`config.mk`:
```
export PLATFORM = sky130hd
export DESIGN_NAME = icache_responder
export DESIGN_NICKNAME = d
export VERILOG_FILES = /design/src/rtl/icache_responder.sv
export SDC_FILE = /design/constraint.sdc
export NUM_CORES = 1
export LEC_CHECK = 0
export BUFFER_PORTS_ARGS = -buffer_cell sky130_fd_sc_hd__buf_4
export CAP_MARGIN = 30
export CORE_MARGIN = 3
export CORE_UTILIZATION = 45
export DETAILED_ROUTE_END_ITERATION = 8
export GPL_TIMING_DRIVEN = 0
export PLACE_DENSITY = 0.67
export SYNTH_ARGS = -nofsm -noshare
export SYNTH_HDL_FRONTEND = slang
export SYNTH_HIERARCHICAL = 1
export SYNTH_SLANG_ARGS = --single-unit
```
`constraint.sdc`:
```
create_clock -name CLK -period 14.7 [get_ports CLK]
set_input_delay 2.205 -clock CLK [delete_from_list [all_inputs] [get_ports CLK]]
set_output_delay 2.205 -clock CLK [all_outputs]
set_load 0.01 [all_outputs]
```
`src/rtl/icache_responder.sv`:
```
// Direct-mapped instruction cache: zero-latency hit path, single-outstanding
// miss fetch from memory control, saturating hit/miss counters.

module icache_frame #(
  parameter int TAGW = 26
) (
  input  logic            CLK,
  input  logic            RST,
  input  logic            inv,
  input  logic            we,
  input  logic [TAGW-1:0] wtag,
  input  logic [31:0]     wdata,
  output logic            vld,
  output logic [TAGW-1:0] tag,
  output logic [31:0]     data
);
  // invalidate outranks a same-cycle fill so the frame stays empty
  always_ff @(posedge CLK) begin
    if (RST || inv) vld <= 1'b0;
    else if (we)    vld <= 1'b1;
  end

  always_ff @(posedge CLK) begin
    if (we) begin
      tag  <= wtag;
      data <= wdata;
    end
  end
endmodule

module icache_responder #(
  parameter int NFRAMES = 16,
  localparam int IDXW   = $clog2(NFRAMES),
  localparam int TAGW   = 30 - IDXW
) (
  input  logic        CLK,
  input  logic        RST,
  input  logic        imemREN,
  input  logic [31:0] imemaddr,
  output logic        ihit,
  output logic [31:0] imemload,
  output logic        iREN,
  output logic [31:0] iaddr,
  input  logic        iwait,
  input  logic [31:0] iload,
  input  logic        invalidate,
  output logic [31:0] hit_count,
  output logic [31:0] miss_count
);
  typedef struct packed {
    logic [TAGW-1:0] tag;
    logic [IDXW-1:0] idx;
  } waddr_t;

  typedef enum logic {IDLE, FETCH} state_t;

  state_t state, state_nxt;

  waddr_t req, miss_req;
  logic [31:0] missaddr;

  logic [NFRAMES-1:0]           frame_vld;
  logic [NFRAMES-1:0][TAGW-1:0] frame_tag;
  logic [NFRAMES-1:0][31:0]     frame_data;

  logic hit_raw, fill_we, miss_evt;

  assign req      = imemaddr[31:2];
  assign miss_req = missaddr[31:2];

  // fills always target the latched miss address, never the live request
  for (genvar g = 0; g < NFRAMES; g++) begin : g_frame
    icache_frame #(.TAGW(TAGW)) u_frame (
      .CLK   (CLK),
      .RST   (RST),
      .inv   (invalidate),
      .we    (fill_we && (miss_req.idx == IDXW'(g))),
      .wtag  (miss_req.tag),
      .wdata (iload),
      .vld   (frame_vld[g]),
      .tag   (frame_tag[g]),
      .data  (frame_data[g])
    );
  end

  assign hit_raw  = frame_vld[req.idx] && (frame_tag[req.idx] == req.tag);
  assign miss_evt = (state == IDLE) && imemREN && !ihit;

  always_ff @(posedge CLK) begin
    if (RST) state <= IDLE;
    else     state <= state_nxt;
  end

  always_comb begin
    state_nxt = state;
    case (state)
      IDLE:    if (miss_evt) state_nxt = FETCH;
      FETCH:   if (!iwait)   state_nxt = IDLE;
      default: state_nxt = IDLE;
    endcase
  end

  always_comb begin
    ihit     = 1'b0;
    imemload = '0;
    iREN     = 1'b0;
    iaddr    = '0;
    fill_we  = 1'b0;
    case (state)
      IDLE: begin
        ihit = imemREN && hit_raw && !invalidate;
        if (ihit) imemload = frame_data[req.idx];
      end
      FETCH: begin
        iREN    = 1'b1;
        iaddr   = missaddr;
        fill_we = !iwait;
      end
      default: ;
    endcase
  end

  always_ff @(posedge CLK) begin
    if (RST)           missaddr <= '0;
    else if (miss_evt) missaddr <= imemaddr;
  end

  always_ff @(posedge CLK) begin
    if (RST) begin
      hit_count  <= '0;
      miss_count <= '0;
    end else begin
      if (ihit && (hit_count != '1))      hit_count  <= hit_count + 32'd1;
      if (miss_evt && (miss_count != '1)) miss_count <= miss_count + 32'd1;
    end
  end
endmodule

```
==> metrics.csv <==
stage,metric,value,unit
final_layout,nets,2638,
global_routing,grt_pass1_vias,23619,
synth,syn_nets,2252,
synth,syn_inst,2181,
drt,drc,0,
drt,via_count,23236,
critical_path,r2r_setup_slack,10.03,ns
job,maxCapViolCount,0,
final_layout,layout-drive-gt1-share,30.27,%
clock_tree,cts_sinks,1041,
sta,worstMarginPinSlew,1.007,ns
floorplan,num_io_pins,199,
drt,drt-total-wl,110200,um
synth,synth_ff_type,edfxtp_1,
sta,holdWs,0.4793,ns
clock_tree,clock_path_buffers,3,
sta,skew,0.02025,ns
global_routing,grt_pass1_wl,160300,um
synth,synthSimpleGateAreaFrac,6.105,%
synth,ys_seq_area_share,72.66,%
floorplan,die_h,309.5,um
floorplan,design.core.area,90700,sq um
synth,synth.area.top_cells,"edfxtp_1, mux4_2, dfxtp_1, mux2i_1, and2_1",
critical_path,path_common_cell,buf_2,
global_routing,antenna_found_initial,8,
clock_tree,root_buffer,clkbuf_16,
sta,post-route-period-util,67.81,%
clock_tree,cts-htree-levels,3,
critical_path,crit_fanout,10,
drt,drt_iter0_drc,2881,
synth,synth.largest_area_cell,edfxtp_1,
clock_tree,clk_pin_slew,0.06,ns
placed_design,place.gp.congestion,0.9194,
synth,synth_warnings,6,
sta,hold_viol,0,
sta,fmax,100.3,MHz
placed_design,place_area,45910,sq um
critical_path,startpoint_type,primary input,
synth,synth-edff-count,928,
critical_path,cp.required,12.49,ns
final_layout,area_delta_synth_final,18.57,%
pwr,power,6.069,mW
floorplan,dieArea,95820,sq um
drt,drt_first_pass_iters,6,
synth,synth_xor_area_share,0.5914,%
clock_tree,cts_buffers,103,
global_routing,grtUsageMet1,31.47,%
sta,fin_crit,9.968,ns
sta,tns,0,ns
drt,antenna_left,0,
drt,viasPerCell,6.054,
synth,syn-cell-area,41460,sq um
synth,syn_avg_cell_area,19.01,sq um
status,status,completed,
clock_tree,cts_tree,built,
pwr,power.leakage,15.87,nW
critical_path,path_cells,"buf_4, buf_2, buf_2, buf_1, mux2i_1, xnor2_1, nor2_1, a22oi_1, or4_1, or4_1, buf_2, inv_2, buf_2, clkbuf_1, and2_1, buf_4",
synth,synthMuxAreaShare,16.47,%
global_routing,grt_use_met3,4.348,%
critical_path,cp.arrival,7.76,ns
synth,synth-adder-area-share,0.06035,%
sta,rsz0062_at_grt,false,
final_layout,final_area,49160,sq um
final_layout,fill_cells,6951,
global_routing,gr-total-overflow,0,
drt,wl_per_cell,28.71,um
synth,synth_compound_area_share,2.547,%
critical_path,critical_path_class,primary input to output port,
critical_path,slowest_delay,0.75,ns
pwr,irDropWorstVdd,129.0,uV
clock_tree,holdBufCountCts,0,
critical_path,critPathSlowestCell,buf_1,
critical_path,cp-end-kind,output port,
sta,timing.slew.headroom,32.85,%
min_path,hp-class,register to register,
global_routing,use_met2,37.82,%
global_routing,track_usage,23.11,%
synth,synth_top_family_by_area,multiplexers,
global_routing,grt_busiest_layer,met2,
pwr,cellPowerDensity,123.5,nW/um^2
final_layout,final_util,54.20,%
synth,ys_ff_latch,1041,
global_routing,grt_max_degree,22,
placed_design,dp_hpwl,74290,um
placed_design,io_buffers,195,
floorplan,start_util,45.72,%
synth,async_flop_share,0,%
clock_tree,cts.repair.resized,0,
synth,yosysUniqueCellTypes,60,
floorplan,rows,110,
floorplan,die_w,309.5,um
clock_tree,postCtsSetupBuffers,0,
sta,setup_viol,0,
clock_tree,clock_latency,0.68,ns
synth,synth_top_area_share,67.21,%
sta,slew_viol_final,0,
[cell families (layout without fill, tap and decap cells)]
group | after synthesis | in the layout
xor gates and xnor gates | 28 | 28
buffers and inverters | 139 | 614
other | 0 | 6
muxes | 346 | 346
AOI/OAI and AO/OA | 172 | 172
adders and majority gates | 2 | 2
DFF | 1041 | 1041
and+or+nand+nor | 453 | 453
[layout by cell type, fill, tap and decap left out, types with 6 or more instances in the layout]
master / count
a21oi_1: 70
inv_1: 12
nor2_4: 12
nor2b_1: 37
diode_2: 6
nor2_1: 80
edfxtp_1: 928
nand4_1: 28
a31o_2: 11
clkbuf_1: 85
nand2b_1: 16
xnor2_1: 8
nor4_1: 11
o31ai_1: 15
buf_16: 11
nand3_1: 62
xor2_1: 20
or3_1: 7
dfxtp_1: 113
clkinv_2: 22
or4_1: 20
nand2_1: 41
a22oi_1: 12
mux4_2: 264
mux2_2: 34
buf_6: 40
mux2i_1: 45
clkbuf_16: 105
o21ai_0: 40
buf_2: 21
buf_8: 20
buf_4: 200
buf_12: 25
and3_1: 15
nor3_1: 14
clkinv_1: 31
nor3_2: 20
buf_1: 26
and2_1: 71
[critical path: cells and delay by family]
kind | cells | cell delay (ns)
AO/OA/AOI/OAI | 1 | 0.08
XOR/XNOR | 1 | 0.15
buffers and inverters | 9 | 3.23
multiplexers | 1 | 0.50
AND/OR/NAND/NOR | 4 | 1.55
[state kept, by name (all words and copies together) (netlist names)]
signal                cells
g_frame.u_frame/data    512
g_frame.u_frame/tag     416
missaddr                 32
miss_count               32
g_frame.u_frame/vld      16
hit_count                32
state                     1
[final timing paths]
path	from	endpoint	cells past startpoint
worst max-delay path	imemaddr[5]	imemload[19]	16
worst min-delay path	missaddr[0]$_SDFFE_PP0P_	missaddr[0]$_SDFFE_PP0P_	2
worst max register to register	g_frame[1].u_frame/tag[15]$_DFFE_PP_	missaddr[6]$_SDFFE_PP0P_	13
worst min register to register	missaddr[0]$_SDFFE_PP0P_	missaddr[0]$_SDFFE_PP0P_	2
[stage by stage]
| stage | instances | worst slack, ns |
|---|---|---|
| floorplan | 2181 | 6.944 |
| global placement | 3552 | 2.012 |
| detailed placement | 3636 | 4.783 |
| CTS | 3830 | 4.762 |
| global route | 3835 | 4.595 |
| finish | 3838 | 4.732 |
[Yosys cell counts, types with 15 or more instances]
library cell,number
nand3_1,62
nor3_1,18
nor3_2,16
nand2_1,41
and3_1,15
xor2_1,20
nor2_1,92
buf_1,26
clkbuf_1,64
o21ai_0,40
a21oi_1,70
mux2i_1,45
buf_2,21
mux2_2,34
nand2b_1,16
mux4_2,264
dfxtp_1,113
and2_1,71
nor2b_1,37
o31ai_1,15
nand4_1,28
edfxtp_1,928
or4_1,20
[layer usage]
layer	vias up	share of wire [%]
met5	-	0
met4	0	3.5
met3	227	8.7
met2	1154	49
met1	12181	39
li1	9674	-
[final cells by class]
class	count	area [sq um]	share of cell area, %
diodes	6	15.01	0.03054
multi-input cells	1001	10800	21.96
clock buffers	129	2748	5.589
clock inverters	65	457.9	0.9315
plain buffers	126	600.6	1.222
repair buffers	281	2898	5.894
inverters	13	48.80	0.09925
well taps	1176	1471	2.993
flip-flops and latches	1041	30130	61.28
[power by group]
| part | switching, mW | leakage [nW] | internal (mW) | total (mW) |
|---|---|---|---|---|
| combinational | 0.176 | 5.26 | 0.132 | 0.308 |
| clock | 1.10 | 1.57 | 1.40 | 2.50 |
| sequential | 0.0255 | 9.04 | 3.24 | 3.26 |
| total | 1.30 | 15.9 | 4.77 | 6.07 |
Note: power is estimated with default switching activity, not from simulation.
